**src/rtl/arith_pkg.sv**
```systemverilog
// Arithmetic library package: divider FSM states and sizing helpers.
// Shared by divider_seq, its interface and its step logic.
package arith_pkg;

    localparam int DIV_W_DEFAULT = 2;

    typedef enum logic [1:0] {
        S_IDLE = 2'd0,
        S_CALC = 2'd1,
        S_DONE = 2'd2
    } div_state_t;

    // Width of a counter that has to hold 2W-1 down to 0.
    function automatic int cnt_width(input int w);
        return (2 * w > 1) ? $clog2(2 * w) : 1;
    endfunction

    localparam int DIV_CNT_W_DEFAULT = cnt_width(DIV_W_DEFAULT);

endpackage

```
**src/rtl/divider_seq_if.sv**
```systemverilog
// Request/result bundle of the sequential divider.
// master: start, in1, in2 out; slave: busy, done, q, r, div_by_zero out.
interface divider_seq_if
    import arith_pkg::*;
#(
    parameter int W = DIV_W_DEFAULT
);
    logic             start;
    logic [2*W-1:0]   in1;
    logic [W-1:0]     in2;
    logic             busy;
    logic             done;
    logic [2*W-1:0]   q;
    logic [W-1:0]     r;
    logic             div_by_zero;

    modport master (
        output start, in1, in2,
        input  busy, done, q, r, div_by_zero
    );

    modport slave (
        input  start, in1, in2,
        output busy, done, q, r, div_by_zero
    );
endinterface

```
**src/rtl/div_step.sv**
```systemverilog
// One restoring-division step: shift a dividend bit into the remainder,
// subtract the divisor if it fits. Ports: rem, dbit, divisor in;
// rem_next, q_bit out. Purely combinational.
module div_step #(
    parameter int W = 2
) (
    input  logic [W-1:0] rem,
    input  logic         dbit,
    input  logic [W-1:0] divisor,
    output logic [W-1:0] rem_next,
    output logic         q_bit
);
    logic [W:0] t;

    always_comb begin
        t     = {rem, dbit};
        q_bit = (t >= {1'b0, divisor});
        // After a subtraction the result is below the divisor, so the
        // top bit of the W+1-bit difference is always zero.
        rem_next = q_bit ? W'(t - {1'b0, divisor}) : t[W-1:0];
    end
endmodule

```
**src/rtl/divider_seq.sv**
```systemverilog
// Sequential restoring divider: 2W-bit dividend / W-bit divisor,
// one quotient bit per clock. Ports: clk, rst, bus (divider_seq_if.slave).
module divider_seq
    import arith_pkg::*;
#(
    parameter int W = DIV_W_DEFAULT
) (
    input  logic          clk,
    input  logic          rst,
    divider_seq_if.slave  bus
);
    localparam int CW = cnt_width(W);

    div_state_t      state;
    logic [2*W-1:0]  dvd;
    logic [W-1:0]    dvs;
    logic [CW-1:0]   cnt;
    logic [2*W-1:0]  q_reg;
    logic [W-1:0]    r_reg;
    logic            busy_reg;
    logic            done_reg;
    logic            dbz_reg;
    logic [W-1:0]    rem_next;
    logic            q_bit;

    // The remainder register doubles as the working remainder; it always
    // stays below the divisor, so W bits hold it between steps.
    div_step #(.W(W)) u_step (
        .rem      (r_reg),
        .dbit     (dvd[2*W-1]),
        .divisor  (dvs),
        .rem_next (rem_next),
        .q_bit    (q_bit)
    );

    always_ff @(posedge clk) begin
        if (rst) begin
            state    <= S_IDLE;
            dvd      <= '0;
            dvs      <= '0;
            cnt      <= '0;
            q_reg    <= '0;
            r_reg    <= '0;
            busy_reg <= 1'b0;
            done_reg <= 1'b0;
            dbz_reg  <= 1'b0;
        end else begin
            done_reg <= 1'b0;
            unique case (state)
                S_IDLE: begin
                    if (bus.start) begin
                        dvd      <= bus.in1;
                        dvs      <= bus.in2;
                        cnt      <= CW'(2 * W - 1);
                        r_reg    <= '0;
                        busy_reg <= 1'b1;
                        if (bus.in2 == '0) begin
                            state    <= S_DONE;
                            done_reg <= 1'b1;
                            dbz_reg  <= 1'b1;
                            q_reg    <= '1;
                        end else begin
                            state    <= S_CALC;
                            dbz_reg  <= 1'b0;
                        end
                    end
                end
                S_CALC: begin
                    r_reg <= rem_next;
                    // Quotient shifts in place; after 2W steps the old
                    // value is fully replaced.
                    q_reg <= {q_reg[2*W-2:0], q_bit};
                    dvd   <= {dvd[2*W-2:0], 1'b0};
                    if (cnt == '0) begin
                        state    <= S_DONE;
                        done_reg <= 1'b1;
                    end else begin
                        cnt <= cnt - CW'(1);
                    end
                end
                S_DONE: begin
                    state    <= S_IDLE;
                    busy_reg <= 1'b0;
                end
                default: begin
                    state    <= S_IDLE;
                    busy_reg <= 1'b0;
                end
            endcase
        end
    end

    assign bus.busy        = busy_reg;
    assign bus.done        = done_reg;
    assign bus.q           = q_reg;
    assign bus.r           = r_reg;
    assign bus.div_by_zero = dbz_reg;
endmodule

```
**src/flat_wrapper.sv**
```systemverilog
// flat-port wrapper written by rule: the top's interface ports become plain ports
module divider_seq_flat import arith_pkg::*;
#(
    parameter int W = DIV_W_DEFAULT
)
  (clk, rst, bus_start, bus_in1, bus_in2, bus_busy, bus_done, bus_q, bus_r, bus_div_by_zero);
  divider_seq_if #(.W(W)) bus_i ();
  input  logic clk;
  input  logic rst;
  input wire logic [$bits(bus_i.start)-1:0] bus_start;
  input wire logic [$bits(bus_i.in1)-1:0] bus_in1;
  input wire logic [$bits(bus_i.in2)-1:0] bus_in2;
  output wire logic [$bits(bus_i.busy)-1:0] bus_busy;
  output wire logic [$bits(bus_i.done)-1:0] bus_done;
  output wire logic [$bits(bus_i.q)-1:0] bus_q;
  output wire logic [$bits(bus_i.r)-1:0] bus_r;
  output wire logic [$bits(bus_i.div_by_zero)-1:0] bus_div_by_zero;
  assign bus_i.start = bus_start;
  assign bus_i.in1 = bus_in1;
  assign bus_i.in2 = bus_in2;
  assign bus_busy = bus_i.busy;
  assign bus_done = bus_i.done;
  assign bus_q = bus_i.q;
  assign bus_r = bus_i.r;
  assign bus_div_by_zero = bus_i.div_by_zero;
  divider_seq #(.W(W)) u_core (.clk(clk), .rst(rst), .bus(bus_i));
endmodule
```
**config.mk**
```make
export PLATFORM = sky130hd
export DESIGN_NAME = divider_seq_flat
export DESIGN_NICKNAME = d
export VERILOG_FILES = /design/src/rtl/arith_pkg.sv /design/src/rtl/divider_seq_if.sv /design/src/rtl/div_step.sv /design/src/rtl/divider_seq.sv /design/src/flat_wrapper.sv
export SDC_FILE = /design/constraint.sdc
export NUM_CORES = 1
export LEC_CHECK = 0
export CORE_MARGIN = 1.5
export CORE_UTILIZATION = 48
export DETAILED_ROUTE_END_ITERATION = 10
export PLACE_DENSITY_LB_ADDON = 0.2
export SLEW_MARGIN = 25
export SYNTH_ARGS = -nofsm -noshare
export SYNTH_HDL_FRONTEND = slang
export SYNTH_SLANG_ARGS = --single-unit
```
**constraint.sdc**
```tcl
create_clock -name clk -period 1.8 [get_ports clk]
set_input_delay 0.27 -clock clk [delete_from_list [all_inputs] [get_ports clk]]
set_output_delay 0.27 -clock clk [all_outputs]
set_load 0.01 [all_outputs]
```
==> results.json, run 1 <==
{
  "outcome": "finished, final reports clean",
  "transition_time_at_the_pin_with_the_least_slew_margin_ns": 0.5159,
  "die_w_um": 45.26,
  "share_of_post_route_cells_with_drive_strength_above_1_pct": 7.018,
  "area_growth_pct": 24.53,
  "critical_path_buf_inv_count": 1,
  "io_buffer_count": 17,
  "clkSinkCount": 19,
  "route.detailed.wl_per_inst_um": 11.96,
  "worstHoldPathType": "reg2reg",
  "synth-seq-area-share_pct": 44.38,
  "synthCells": 97,
  "netSwitchingFraction_pct": 27.86,
  "route.detailed.drc": 0,
  "die_area_mm2": 0.002048,
  "internal_power_contribution_uw": 652.1,
  "worst-endpoint-required_ns": 1.53,
  "tritoncts_clock_tree": "built",
  "report.final.hold_viol_count": 0,
  "drv_slew": 0,
  "ios": 18,
  "grtUsageTotal_pct": 19.17,
  "rsz0062_at_grt": "false",
  "postLayoutSetupSlackWorst_ns": 0.2110,
  "final-seq-area_um2": 380.4,
  "crit_type": "reg2out",
  "drt_pre_antenna_iters": 4,
  "final.setup_skew_ns": 0.002178,
  "clockBufferDepth": 2,
  "cp_max_fo": 7,
  "synth.top_cell.area_share_pct": 44.38,
  "place_area_mm2": 0.001041,
  "critPathSlowestCell": "sky130_fd_sc_hd__clkdlybuf4s50_1",
  "initial_core_util_pct": 50.18,
  "fmax_ghz": 0.6293,
  "finalWeightedCongestion": 0.8588,
  "multiInputGateArea_um2": 410.4,
  "grt_max_degree": 15,
  "number_of_cts_inserted_buffers": 3,
  "cts.repair_timing.setup_buffer_count": 0,
  "syn-num-nets": 109,
  "ctsResizeCount": 0,
  "core_region_area_mm2": 0.001708,
  "static-leakage-power_uw": 0.0003910,
  "post_synthesis_cell_area_um2": 857.1,
  "seqPwrFrac_pct": 53.7,
  "detail_route.iter0.violations": 4,
  "vdd.ir_drop.worst_uv": 471.0,
  "synth_top_cell_by_area": "sky130_fd_sc_hd__dfxtp_1",
  "finalWirelength_um": 1662,
  "cellPowerDensity_mw_per_mm2": 846.9,
  "setup_tns_ns": 0,
  "register_bit_total_from_synthesis": 19,
  "fp-row-count": 15,
  "arrival_ns": 1.32,
  "power.net_switching_uw": 251.8,
  "filler_cells": 163,
  "crit_chain": "clkdlybuf4s50_1",
  "dp_worst_setup_slack_ns": 0.07828,
  "path_delay_family": "buffers and inverters",
  "min_period_over_period_pct": 88.28,
  "synth_cell_type_count": 31,
  "path_clk_slew_ns": 0.11,
  "final_area_mm2": 0.001067,
  "global_route.overflow_total": 0,
  "timing.max_slew.rel_slack_pct": 65.53,
  "mean_cell_area_of_the_mapped_netlist_um2": 8.836,
  "critical_path.startpoint_type": "flop",
  "viasPerCell": 5.108,
  "finalWorstPathRequiredPeriod_ns": 1.589,
  "dr_total_vias": 710,
  "setup_viol_count_final": 0,
  "number_of_antenna_violations_at_the_first_check_in_global_routing": 0,
  "clk_latency_ns": 0.29,
  "cts_max_level": 1,
  "critical-path-max-stage-delay_ns": 0.58,
  "net_count_reported_at_finish": 127,
  "cap_viol_max_count": 0,
  "combinationalPowerShare_pct": 22.7,
  "yosysWarnings": 0,
  "cts_hold_repair.buffers": 0,
  "first_pass_grt_wire_length_um": 2877,
  "antenna_cells": 0,
  "power.share.clock_pct": 23.6,
  "dpl.hpwl_um": 1246,
  "antenna_violating_nets_post_route": 0,
  "synth_top_cells_by_area": "sky130_fd_sc_hd__dfxtp_1 44%, sky130_fd_sc_hd__ha_1 4.4%, sky130_fd_sc_hd__nor3_1 4.1%",
  "vias_in_the_first_global_route": 694,
  "critPathCaptureType": "output pin",
  "die_height_um": 45.26,
  "ctsRootBufferMaster": "sky130_fd_sc_hd__clkbuf_4"
}
[routing by layer]
| metal | GRT usage, % | vias up | routed length (µm) | part of all wire, % |
|---|---|---|---|---|
| met1 | 24.20 | 316 | 780 | 47 |
| li1 | - | 378 | - | - |
| met4 | 11.76 | 0 | 15 | 0.90 |
| met2 | 30.29 | 14 | 813 | 49 |
| met5 | 0 | - | 0 | 0 |
| met3 | 3.200 | 2 | 52 | 3.1 |
[worst min-delay path, cell delays in order (launching register included)]
cell and delay [ns]:
sky130_fd_sc_hd__dfxtp_1 0.33, sky130_fd_sc_hd__nand2_1 0.05, sky130_fd_sc_hd__a21oi_1 0.05
[cells in the mapped netlist]
master	n
sky130_fd_sc_hd__and2b_1	1
sky130_fd_sc_hd__dfxtp_1	19
sky130_fd_sc_hd__o21bai_1	2
sky130_fd_sc_hd__nand3b_1	1
sky130_fd_sc_hd__nor3b_1	2
sky130_fd_sc_hd__a221oi_1	3
sky130_fd_sc_hd__buf_2	1
sky130_fd_sc_hd__nand2b_1	4
sky130_fd_sc_hd__a211oi_1	4
sky130_fd_sc_hd__inv_1	9
sky130_fd_sc_hd__ha_1	3
sky130_fd_sc_hd__or2_1	1
sky130_fd_sc_hd__buf_6	1
sky130_fd_sc_hd__nand3_1	1
sky130_fd_sc_hd__or3b_1	1
sky130_fd_sc_hd__clkbuf_2	1
sky130_fd_sc_hd__o211ai_1	1
sky130_fd_sc_hd__nor4_1	2
sky130_fd_sc_hd__o41ai_1	1
sky130_fd_sc_hd__a21oi_2	1
sky130_fd_sc_hd__a2111oi_0	3
sky130_fd_sc_hd__or2_2	1
sky130_fd_sc_hd__nand2_1	8
sky130_fd_sc_hd__nor2_1	6
sky130_fd_sc_hd__nor3_1	7
sky130_fd_sc_hd__clkbuf_1	3
sky130_fd_sc_hd__nor3b_2	1
sky130_fd_sc_hd__mux2i_1	1
sky130_fd_sc_hd__a22oi_1	1
sky130_fd_sc_hd__a21oi_1	6
sky130_fd_sc_hd__o31a_1	1
[power groups by stage]
stage | logic, µW | registers [µW] | clock network [µW]
floorplan | 128 | 494 | 0
global placement | 199 | 494 | 0
detailed placement | 206 | 495 | 0
CTS | 208 | 486 | 219
global route | 231 | 490 | 239
finish | 205 | 486 | 213
[cell usage in the layout, fill, tap and decap left out]
| cell | n |
|---|---|
| sky130_fd_sc_hd__clkdlybuf4s50_1 | 17 |
| sky130_fd_sc_hd__o31a_1 | 1 |
| sky130_fd_sc_hd__and2b_1 | 1 |
| sky130_fd_sc_hd__or2_2 | 1 |
| sky130_fd_sc_hd__a21oi_1 | 6 |
| sky130_fd_sc_hd__mux2i_1 | 1 |
| sky130_fd_sc_hd__inv_1 | 9 |
| sky130_fd_sc_hd__a2111oi_0 | 3 |
| sky130_fd_sc_hd__o21bai_1 | 2 |
| sky130_fd_sc_hd__o41ai_1 | 1 |
| sky130_fd_sc_hd__nand3_1 | 1 |
| sky130_fd_sc_hd__nor3_1 | 7 |
| sky130_fd_sc_hd__a22oi_1 | 1 |
| sky130_fd_sc_hd__a211oi_1 | 4 |
| sky130_fd_sc_hd__nor3b_1 | 2 |
| sky130_fd_sc_hd__or2_1 | 1 |
| sky130_fd_sc_hd__a21oi_2 | 1 |
| sky130_fd_sc_hd__or3b_1 | 1 |
| sky130_fd_sc_hd__a221oi_1 | 3 |
| sky130_fd_sc_hd__nor4_1 | 2 |
| sky130_fd_sc_hd__nand2_1 | 8 |
| sky130_fd_sc_hd__clkbuf_4 | 3 |
| sky130_fd_sc_hd__clkbuf_1 | 1 |
| sky130_fd_sc_hd__nand3b_1 | 1 |
| sky130_fd_sc_hd__buf_4 | 2 |
| sky130_fd_sc_hd__nor3b_2 | 1 |
| sky130_fd_sc_hd__o211ai_1 | 1 |
| sky130_fd_sc_hd__dfxtp_1 | 19 |
| sky130_fd_sc_hd__nor2_1 | 6 |
| sky130_fd_sc_hd__nand2b_1 | 4 |
| sky130_fd_sc_hd__ha_1 | 3 |
[cells by family (layout without fill, tap and decap cells)]
kind of cell | Yosys count | count (layout) | synth area share (%)
buffers and inverters | 15 | 32 | 7.736
DFF | 19 | 19 | 44.38
muxes | 1 | 1 | 1.168
and+or+nand+nor | 36 | 36 | 22.63
adders and majority gates | 3 | 3 | 4.380
AOI/OAI and AO/OA | 23 | 23 | 19.71
[cell type report]
type / instances / share of cell area, %
timing repair buffer: 19 / 17.35
inverter: 9 / 3.165
clock buffer: 4 / 2.462
tap: 25 / 2.931
multi-input combinational: 63 / 38.45
sequential: 19 / 35.64
[stage by stage]
stage / total power, µW / utilization (%) / hold slack [ns] / std cells
detailed placement: 701.6 / 60.95 / 0.4478 / 135
global placement: 693.3 / 60.95 / 0.4471 / 135
floorplan: 621.8 / - / 0.4060 / 97
finish: 903.9 / 62.49 / 0.4610 / 139
CTS: 912.7 / 62.49 / 0.4633 / 139
global route: 960.9 / 62.49 / 0.4942 / 139
[final timing paths]
| check | from | endpoint | slack (ns) | cells past startpoint |
|---|---|---|---|---|
| setup / recovery | u_core.bus.r[1]$_SDFFE_PP0P_ | bus_r[1] | 0.21 | 1 |
| hold / removal | u_core.dvs[1]$_SDFFE_PP0P_ | u_core.dvs[1]$_SDFFE_PP0P_ | 0.46 | 2 |
| setup reg to reg | u_core.dvd[3]$_SDFFE_PP0P_ | u_core.bus.r[0]$_SDFFE_PP0P_ | 0.24 | 5 |
| hold reg to reg | u_core.dvs[1]$_SDFFE_PP0P_ | u_core.dvs[1]$_SDFFE_PP0P_ | 0.46 | 2 |
(Power assumes the default switching activity.)
==> inputs of run 2 (changes only) <==
--- a/config.mk
+++ b/config.mk
@@ -9,7 +9,6 @@
 export CORE_UTILIZATION = 48
 export DETAILED_ROUTE_END_ITERATION = 10
 export PLACE_DENSITY_LB_ADDON = 0.2
-export SLEW_MARGIN = 25
 export SYNTH_ARGS = -nofsm -noshare
 export SYNTH_HDL_FRONTEND = slang
 export SYNTH_SLANG_ARGS = --single-unit
==> results of run 2 <==
Same layout as run 1: the final DEF is identical, and so are final timing and power.
